File: src/rtl/mem_port_arbiter.sv
// Single-port memory arbiter between instruction fetch and load/store.
// D has fixed priority; a starvation counter forces an I win.
module mem_port_arbiter #(
  parameter int STARVE_LIMIT = 4,
  parameter int AW = 32
) (
  input  logic          clk,
  input  logic          rst_n,
  input  logic          iReq,
  input  logic [AW-1:0] iAddr,
  output logic          iGnt,
  output logic          iRvalid,
  output logic [31:0]   iRdata,
  input  logic          dReq,
  input  logic          dWe,
  input  logic [AW-1:0] dAddr,
  input  logic [31:0]   dWdata,
  input  logic [3:0]    dBe,
  output logic          dGnt,
  output logic          dRvalid,
  output logic [31:0]   dRdata,
  output logic          memReq,
  output logic          memWe,
  output logic [AW-1:0] memAddr,
  output logic [31:0]   memWdata,
  output logic [3:0]    memBe,
  input  logic          memGnt,
  input  logic          memRvalid,
  input  logic [31:0]   memRdata,
  output logic          busy,
  output logic          protoErr
);

  typedef enum logic {
    S_IDLE,
    S_WAIT
  } state_t;

  localparam logic [3:0] LIM = 4'(STARVE_LIMIT);

  state_t     r_state;
  logic       r_own_d;
  logic [3:0] r_cnt;
  logic       r_perr;

  logic w_idle;
  logic w_req;
  logic w_force_i;
  logic w_win_i;
  logic w_acc;
  logic w_rsp;
  logic w_perr;

  assign w_idle    = (r_state == S_IDLE);
  assign w_req     = w_idle & (iReq | dReq);
  assign w_force_i = iReq & (r_cnt == LIM);
  assign w_win_i   = w_force_i | ~dReq;
  assign w_acc     = w_req & memGnt;
  assign w_rsp     = ~w_idle & memRvalid;
  // Stray response in IDLE or a grant nobody asked for.
  assign w_perr    = (w_idle & memRvalid)
                   | (memGnt & ~w_req);

  assign memReq   = w_req;
  assign memWe    = w_req & ~w_win_i & dWe;
  assign memAddr  = !w_req  ? '0
                  : w_win_i ? iAddr : dAddr;
  assign memWdata = (!w_req || w_win_i) ? '0 : dWdata;
  assign memBe    = !w_req  ? 4'h0
                  : w_win_i ? 4'hF : dBe;

  assign iGnt    = w_acc & w_win_i;
  assign dGnt    = w_acc & ~w_win_i;
  assign iRvalid = w_rsp & ~r_own_d;
  assign dRvalid = w_rsp & r_own_d;
  assign iRdata  = memRdata;
  assign dRdata  = memRdata;

  assign busy     = ~w_idle;
  assign protoErr = r_perr;

  always_ff @(posedge clk or negedge rst_n) begin
    if (!rst_n) begin
      r_state <= S_IDLE;
      r_own_d <= 1'b0;
      r_cnt   <= 4'd0;
      r_perr  <= 1'b0;
    end else begin
      if (w_perr) r_perr <= 1'b1;
      unique case (r_state)
        S_IDLE: begin
          if (w_acc) begin
            r_state <= S_WAIT;
            r_own_d <= ~w_win_i;
            if (w_win_i)
              r_cnt <= 4'd0;
            else if (!iReq)
              r_cnt <= 4'd0;
            else if (r_cnt != LIM)
              r_cnt <= r_cnt + 4'd1;
          end
        end
        S_WAIT: begin
          if (memRvalid) r_state <= S_IDLE;
        end
        default: r_state <= S_IDLE;
      endcase
    end
  end

endmodule

File: config.mk
export PLATFORM = sky130hd
export DESIGN_NAME = mem_port_arbiter
export DESIGN_NICKNAME = d
export VERILOG_FILES = /design/src/rtl/mem_port_arbiter.sv
export SDC_FILE = /design/constraint.sdc
export NUM_CORES = 1
export LEC_CHECK = 0
export BUFFER_PORTS_ARGS = -buffer_cell sky130_fd_sc_hd__buf_4
export CORE_AREA = 5 5 106 108
export CTS_CLUSTER_DIAMETER = 80
export DETAILED_ROUTE_END_ITERATION = 8
export DIE_AREA = 0 0 111 113
export PLACE_DENSITY = 0.63
export SLEW_MARGIN = 0
export SYNTH_ARGS = -nofsm -noshare
export SYNTH_HDL_FRONTEND = slang
export SYNTH_SLANG_ARGS = --single-unit
File: constraint.sdc
create_clock -name clk -period 2.7 [get_ports clk]
set_input_delay 0.135 -clock clk [delete_from_list [all_inputs] [get_ports clk]]
set_output_delay 0.135 -clock clk [all_outputs]
set_load 0.02 [all_outputs]
==> metrics.txt, run 1 <==
worst r2r path cells=4; Req. time, crit path=2.57 ns; VDD IR-drop max=0.000255 V; most frequent CP cell=buf_4; most frequent cells in the layout=187 x buf_4, 39 x o21ai_0, 36 x nand3_1, 34 x a21oi_1, 33 x and2_1; DIE AREA=0.0125 mm2; Critical Path AT=between 2 and 2.5 ns; Tot Pwr=0.911 mW; Placed Cells=around 500; CTS Buf Count=3; Synth Area in Compound Gates=0.259; pin count of the biggest net entering global routing=38; post-synthesis xor/xnor area fraction=0; syn avg cell area=6.49 um2; number of synthesized register bits=7; Fin Clk Skew=0.00184 ns; clock sinks=7; Finished Cell Area=between 0.002 and 0.003 mm2; min Tclk post-route=around 2.3 ns; Max Fclk=0.440 GHz; Clock Tree Buf Depth=2; # resized after CTS=0; post-synth top area share=0.286; CP Depth=7; Crit Path Max Fanout=33; min-delay src=memRvalid; first-pass GRT wire length=13100 um; Synth area leader=buf_4; post-CTS setup repair buffer count=0; IO buf count=182; initial core utilization=0.168; Clk pin slew, worst setup/hold paths=0.04 ns; Final ANT Viol Nets=0; H-Tree Depth=1; routed length per instance=about 17 um; final WL=about 8800 um; Worst Setup Start Kind=flip-flop; yosys warns=0; Remaining DRCs=0; Hold Path Sink=busy; Crit path largest cell delay=0.63 ns; Top delay family on crit path=simple AND/OR/NAND/NOR gates; layout cells sized above 1=0.523; core area=0.0101 mm2; status=completed; Tcrit/Tclk final=0.841; post-synthesis mux area share=0; Worst-Skew Late Latency=0.22 ns; Setup crit end kind=primary output; First DRT Iteration DRCs=204; remaining global-route overflow=0; detailed-route via count=2246; GP Congestion=about 0.88; TritonCTS clock tree=yes; Hold WS=0.119 ns; commonest non-fill, non-tap cell in the layout=buf_4; setup violators final=0; initial antenna violation count=0; pre-CTS setup slack=0.666 ns; Hold Fails Final Rpt=0; DR pass1 iterations=4; vias in the first global route=2205; post-synthesis sequential area ratio=0.103; # diodes=0; RSZ-0062 raised after global routing=false; Post-Synth Simple-Gate Area=0.274; height of the die=between 100 and 150 um; relative slew slack=0.471; area delta synth->final=61.9%; critical path, cell by cell=inv_1 -> ha_1 -> and4b_2 -> nor3_4 -> buf_4 -> and2_1 -> buf_4; cells after synthesis=263; internal reg-to-reg setup slack=just under 0.8 ns; WHS Path Cells=2; CP max stage cell=and4b_2; Post-Synth Adder-Cell Area=0.0147; hold_buf cts=1; worst setup margin=0.429 ns; Hold WC Path Type=input pin to flip-flop; reg-to-reg startpoint=busy; WS Path Type=flip-flop to primary output; post-DP HPWL=~7400 um; RR Endpoint=r_cnt[3]; setup tns final=0 ns; Leak=about 1.4 nW; post-DR vias/cell=about 4.4; Top Ports=around 280; Synth Net Count=404; fin nets=~500; largest family of logic cells by synthesized area=buffers and inverters; Final Util=0.273; Mapped Area=about 0.0017 mm2; DIE WIDTH=111 um; gr usage total=0.127; synth top area cells=buf_4 29%, and2_1 12%, o21ai_0 11%; Max Slew Vio Count=0; Finished Layout Cells=507; # rows=37; power density cells=329 mW/mm2; crit path buf inv count=3; root buf cell=clkbuf_8; Area after DPL=0.00271 mm2; Netlist cell types=27; maxcap violations=0; worst slew pin tran=0.793 ns
==> per-layer routing <==
| metal | track usage | vias up | part of all wire |
|---|---|---|---|
| met2 | 0.226 | 167 | 0.53 |
| met5 | 0 | - | 0 |
| li1 | - | 1050 | - |
| met3 | 0.0455 | 24 | 0.10 |
| met4 | 0.0271 | 0 | 0.016 |
| met1 | 0.146 | 1005 | 0.35 |
==> registers in the layout (all words and copies together) (netlist names) <==
name	count
r_cnt	4
busy	1
protoErr	1
r_own_d	1
==> where the power goes <==
group	internal [mW]	switching (mW)	leakage [nW]	total [mW]
combinational	0.294	0.338	1.27	0.632
clock	0.102	0.0428	0.0228	0.145
sequential	0.118	0.0164	0.0882	0.134
==> Yosys cell counts, drive strengths merged <==
master / instances
o21bai: 1
or4: 1
a21oi: 34
ha: 2
nand4b: 1
dfrtp: 7
nor3: 1
nor2b: 2
and2: 33
o31ai: 1
a31oi: 1
o21ai: 39
and3: 1
buf: 78
clkbuf: 6
a22oi: 1
o2bb2ai: 2
and4b: 1
o21a: 4
nand2: 3
nand3: 36
inv: 6
nor2: 2
==> area by class of cell <==
class / count / area, um2
fill: 1108 / 7370
timing repair buffer: 188 / 1410
multi-input combinational: 166 / 938
sequential: 7 / 175
tap: 136 / 170
clock buffer: 4 / 45.0
inverter: 6 / 22.5
==> logic make-up (layout without fill, tap and decap cells) <==
group / count (synthesis) / count (layout)
adders and majority gates: 2 / 2
buffers and inverters: 90 / 198
AOI/OAI and AO/OA: 83 / 83
and+or+nand+nor: 81 / 81
DFF: 7 / 7
==> how the worst max path moves through the flow <==
stage	start	to	slack [ns]
6_report	r_cnt[0]	memWdata[8]	0.43
5_1_grt	r_cnt[0]	memAddr[11]	0.26
4_1_cts	r_cnt[0]	memWdata[8]	0.42
3_5_place_dp	r_cnt[0]	memWdata[8]	0.67
3_3_place_gp	r_cnt[0]	memWdata[27]	0.71
2_1_floorplan	busy	iGnt	1.04
(Power assumes the default switching activity.)
==> inputs of run 2 (changes only) <==
--- a/config.mk
+++ b/config.mk
@@ -6,11 +6,11 @@
 export NUM_CORES = 1
 export LEC_CHECK = 0
 export BUFFER_PORTS_ARGS = -buffer_cell sky130_fd_sc_hd__buf_4
-export CORE_AREA = 5 5 106 108
+export CORE_AREA = 5 5 104 106
 export CTS_CLUSTER_DIAMETER = 80
 export DETAILED_ROUTE_END_ITERATION = 8
-export DIE_AREA = 0 0 111 113
-export PLACE_DENSITY = 0.63
+export DIE_AREA = 0 0 109 111
+export PLACE_DENSITY = 0.65
 export SLEW_MARGIN = 0
 export SYNTH_ARGS = -nofsm -noshare
 export SYNTH_HDL_FRONTEND = slang
==> constraint.sdc (replaced) <==
create_clock -name clk -period 2.36 [get_ports clk]
set_input_delay 0.118 -clock clk [delete_from_list [all_inputs] [get_ports clk]]
set_output_delay 0.118 -clock clk [all_outputs]
set_load 0.02 [all_outputs]
==> run 2 against run 1 <==
Effect of this change:
- total power up 16%
- global-route usage grew 2.1 points
- via count grew 0.80%
- first-iteration DRC count decreased by 39%
- die area decreased by 3.5%
- worst hold slack worse by 0.024 ns
- clock power grew 17%
- critical endpoint is now memAddr[15]
- largest power group unchanged
==> metrics.txt, run 2 (synthesized netlist as in run 1, its figures left out) <==
CP max stage cell=dfrtp_1; Layout fillers=1057; register name with the most flops=r_cnt; pin count of the biggest net entering global routing=34; initial antenna violation count=1; Max Slew Vio Count=0; Fin Clk Skew=0.00331 ns; M1 GR Usage=0.166; WS Path Type=flip-flop to primary output; min-delay src=memRvalid; root buf cell=clkbuf_8; TritonCTS clock tree=yes; commonest non-fill, non-tap cell in the layout=buf_4; power density cells=between 300 and 400 mW/mm2; # diodes=0; Worst-Skew Late Latency=0.23 ns; Hold WS=0.0945 ns; worst slew pin tran=around 0.6 ns; internal reg-to-reg setup slack=roughly 0.8 ns; first-pass GRT wire length=~14000 um; post-DP HPWL=a little over 8000 um; reg-to-reg startpoint=busy; clock sinks=7; CTS Buf Count=3; DIE AREA=0.0121 mm2; Tcrit/Tclk final=0.910; relative slew slack=0.597; Tot Pwr=1.06 mW; detailed-route via count=2264; Hold Fails Final Rpt=0; setup violators final=0; post-DR vias/cell=approximately 4.5; final WL=approximately 9600 um; Setup crit end kind=primary output; RR Endpoint=r_cnt[3]; global route hottest layer=met2; met3 Track Usage GR=0.0687; IO buf count=about 180; routed length per instance=18.9 um; Crit path largest cell delay=about 0.40 ns; Remaining DRCs=0; most frequent cells in the layout=189 x buf_4, 39 x o21ai_0, 36 x nand3_1, 34 x a21oi_1, 33 x and2_1; area delta synth->final=62.6%; core area=0.00968 mm2; GP Congestion=0.747; Final ANT Viol Nets=0; Area after DPL=0.00272 mm2; CP startpoint=r_cnt[0]; H-Tree Depth=1; gr usage total=0.147; Leak=~1.4 nW; DIE WIDTH=between 100 and 150 um; WHS Path Cells=2; most frequent CP cell=buf_4; Worst Setup Start Kind=flip-flop; # rows=36; routing usage on met2=0.242; First DRT Iteration DRCs=125; fin nets=515; Max Fclk=around 0.47 GHz; Hold WC Path Type=input pin to flip-flop; Largest register FFs=4; remaining global-route overflow=0; layout cells sized above 1=0.525; setup tns final=0 ns; worst r2r path cells=4; Crit Path Max Fanout=21; # resized after CTS=0; Req. time, crit path=2.24 ns; Clock Tree Buf Depth=2; Top Ports=279; Critical Path AT=2.03 ns; status=completed; initial core utilization=0.176; Clk pin slew, worst setup/hold paths=0.04 ns; Finished Cell Area=0.00278 mm2; VDD IR-drop max=0.000227 V; RSZ-0062 raised after global routing=false; Hold Path Sink=busy; vias in the first global route=2366; min Tclk post-route=2.15 ns; critical path, cell by cell=inv_1 -> ha_1 -> and4b_2 -> buf_4 -> o21ai_0 -> a21oi_1 -> buf_4; DR pass1 iterations=4; height of the die=111 um; maxcap violations=0
## run 2: changes by cell type in the layout (fill, tap and decap cells not counted), sizes merged
| cell | delta |
|---|---|
| buf | +2 |
## run 2: worst max-delay path by stage
stage                  endpoint  slack [ns]  cells past startpoint
finish              memAddr[15]        0.21                      7
CTS                 memAddr[23]        0.23                      7
floorplan                  iGnt        0.72                      5
global route        memAddr[21]         0.1                      7
global placement    memAddr[15]        0.47                      7
detailed placement  memAddr[13]        0.47                      7
## run 2: timing repair
action	CTS	global route
hold buffers	1	0
buffers inserted	0	0
endpoints found under the hold margin	7	0
## run 2: per-stage QoR
step	setup WS (ns)	utilization	std cells
after floorplan	0.716	-	263
after global placement	0.472	0.281	501
after detailed placement	0.473	0.281	501
after CTS	0.227	0.287	506
after global routing	0.0973	0.287	506
final	0.211	0.287	506
## run 2: per-layer routing
metal / routed length, um / share of wire / up-vias
li1: - / - / 1051
met1: 3440 / 0.36 / 1020
met3: 1350 / 0.14 / 33
met5: 0 / 0 / -
met2: 4500 / 0.47 / 160
met4: 293 / 0.031 / 0
## run 2: layout make-up
type                            instances  area, um2  area share
Clock buffer                            4       45.0      0.0162
Inverter                                6       22.5     0.00811
Multi-Input combinational cell        166        938       0.338
Sequential cell                         7        175      0.0631
Tap cell                              133        166      0.0599
Timing Repair Buffer                  190       1430       0.515
## run 2: report_power, final
group	leakage [nW]	switching [mW]	internal [mW]
Clock	0.0228	0.0520	0.117
Sequential	0.0882	0.0167	0.135
Combinational	1.28	0.400	0.339
## run 2: critical path: cells and delay by family (launching register included)
kind            cells  cell delay [ns]
buf+inv             3             0.53
flops               1             0.40
simple gates        1             0.39
compound gates      2             0.30
fa+ha+maj           1             0.16
==> inputs of run 3 (changes only) <==
--- a/config.mk
+++ b/config.mk
@@ -6,11 +6,14 @@
 export NUM_CORES = 1
 export LEC_CHECK = 0
 export BUFFER_PORTS_ARGS = -buffer_cell sky130_fd_sc_hd__buf_4
-export CORE_AREA = 5 5 104 106
+export CELL_PAD_IN_SITES_DETAIL_PLACEMENT = 1
+export CELL_PAD_IN_SITES_GLOBAL_PLACEMENT = 1
+export CORE_AREA = 5 5 110 112
 export CTS_CLUSTER_DIAMETER = 80
 export DETAILED_ROUTE_END_ITERATION = 8
-export DIE_AREA = 0 0 109 111
-export PLACE_DENSITY = 0.65
+export DIE_AREA = 0 0 115 117
+export PLACE_DENSITY = 0.91
+export SETUP_SLACK_MARGIN = 0.4
 export SLEW_MARGIN = 0
 export SYNTH_ARGS = -nofsm -noshare
 export SYNTH_HDL_FRONTEND = slang
==> run 3 against run 2 <==
Effect of this change:
- via count grew 5.4%
- sequential cell count is the same
- sequential share of layout area shrank 0.56 points
- die area grew 11%
- fmax grew 13%
- sequential power grew 3%
- non-clock buffer count grew 18
- largest power group unchanged
==> metrics.txt, run 3 (synthesized netlist as in run 1, its figures left out) <==
Setup crit end kind=primary output; post-DP HPWL=7640 um; core area=0.0111 mm2; Tcrit/Tclk final=0.803; Crit path largest cell delay=0.40 ns; Clock Tree Buf Depth=2; pin count of the biggest net entering global routing=38; switch share=0.410; Clk pin slew, worst setup/hold paths=0.04 ns; # rows=39; Fin Clk Skew=0.00278 ns; setup tns final=0 ns; area delta synth->final=78.4%; Largest register FFs=4; remaining global-route overflow=0; first-pass GRT wire length=14800 um; Net Switching=0.527 mW; Max Fclk=0.527 GHz; TritonCTS clock tree=yes; Comb power frac=0.649; Hold Fails Final Rpt=0; register name with the most flops=r_cnt; power density cells=421 mW/mm2; detailed-route via count=2386; Max Slew Vio Count=0; setup violators final=0; CP max stage cell=dfrtp_1; routed length per instance=19.3 um; VDD IR-drop max=approximately 0.00045 V; gr usage total=0.144; Critical Path AT=1.78 ns; Reg power frac=0.121; Top delay family on crit path=simple AND/OR/NAND/NOR gates; Hold WC Path Type=input pin to flip-flop; DIE WIDTH=~120 um; critical path, cell by cell=inv_2 -> ha_4 -> and4b_4 -> nor3_4 -> buf_12 -> and2_1 -> buf_4; clock share of power=0.229; vias in the first global route=~2600; maxcap violations=0; Remaining DRCs=0; DR pass1 iterations=4; Worst Setup Start Kind=flip-flop; fin nets=535; commonest non-fill, non-tap cell in the layout=buf_4; Final Util=0.274; height of the die=~120 um; First DRT Iteration DRCs=99; worst slew pin tran=0.484 ns; initial core utilization=0.154; Worst-Skew Late Latency=0.24 ns; CTS Buf Count=3; Final ANT Viol Nets=0; GP Congestion=0.774; H-Tree Depth=1; Crit Path Max Fanout=33; initial antenna violation count=0; WS Path Type=flip-flop to primary output; Int Power=~0.76 mW; most frequent cells in the layout=202 x buf_4, 38 x o21ai_0, 35 x nand3_1, 33 x and2_1, 32 x a21oi_1; min Tclk post-route=1.90 ns; layout cells sized above 1=0.570; IO buf count=between 150 and 200; crit path buf inv count=3; root buf cell=clkbuf_16; Req. time, crit path=2.24 ns; final WL=~10000 um; Top Ports=279; status=completed; relative slew slack=0.677; post-DR vias/cell=4.45; Leak=1.52 nW; DIE AREA=0.0135 mm2; RSZ-0062 raised after global routing=true; clock sinks=7; # diodes=0
[run 3: cell types whose count changed in the layout (fill, tap and decap cells not counted), moves of 2 or more]
| cell | before | now |
|---|---|---|
| and4b_4 | 0 | 2 |
| a21oi_1 | 34 | 32 |
| clkbuf_8 | 3 | 0 |
| buf_4 | 189 | 202 |
| clkbuf_16 | 0 | 3 |
| a21oi_2 | 0 | 2 |
| inv_2 | 1 | 3 |
| inv_1 | 5 | 3 |
| buf_6 | 0 | 2 |
[run 3: area by class of cell]
cell class | instances | area [um2]
sequential | 7 | 175
clock inverter | 1 | 5.00
timing repair buffer | 208 | 1590
inverter | 6 | 22.5
multi-input combinational | 168 | 1000
tap | 143 | 179
fill | 1389 | 8080
clock buffer | 3 | 75.1
[run 3: what timing repair did]
action                     in CTS  in global routing
gates cloned                    6                  0
pin swaps                       4                 12
setup endpoints to repair      70                 71
hold buffers                    1                  0
gates resized for setup        13                  9
buffers inserted                6                  8
hold endpoints to repair        7                  0
[run 3: path summary, 6_finish.rpt]
path                            startpoint            to  slack, ns  cells past startpoint
worst max-delay path              r_cnt[0]  memWdata[22]       0.46                      7
worst min-delay path             memRvalid          busy        0.1                      2
worst max register to register    r_cnt[1]      r_cnt[0]       0.77                      7
worst min register to register    protoErr      protoErr       0.50                      2
max in group asynchronous            rst_n      r_cnt[1]       2.00                      2
min in group asynchronous            rst_n      r_cnt[3]       0.23                      2
[run 3: layer usage]
metal,track usage,share of wire,routed length [um]
met1,0.159,0.37,3840
met2,0.262,0.51,5260
met3,0.0375,0.093,961
met4,0.0548,0.029,304
met5,0,0,0
[run 3: metrics by stage]
| step | cell area (um2) | total power, mW | setup WS (ns) | hold WS [ns] | instances |
|---|---|---|---|---|---|
| final | 3050 | 1.28 | 0.464 | 0.0958 | 536 |
| after global routing | 3050 | 1.37 | 0.356 | 0.116 | 536 |
| after CTS | 2970 | 1.26 | 0.403 | 0.0962 | 528 |
| after detailed placement | 2740 | 0.905 | 0.301 | -0.0640 | 511 |
| after global placement | 2740 | 0.885 | 0.379 | -0.0672 | 511 |
| after floorplan | 1710 | 0.671 | 0.716 | -0.178 | 263 |
[run 3: power by group through the flow]
stage	logic (mW)	clock network [mW]	registers (mW)
finish	0.834	0.294	0.156
floorplan	0.519	0	0.152
CTS	0.809	0.299	0.157
global placement	0.732	0	0.153
detailed placement	0.750	0	0.155
global route	0.902	0.310	0.158
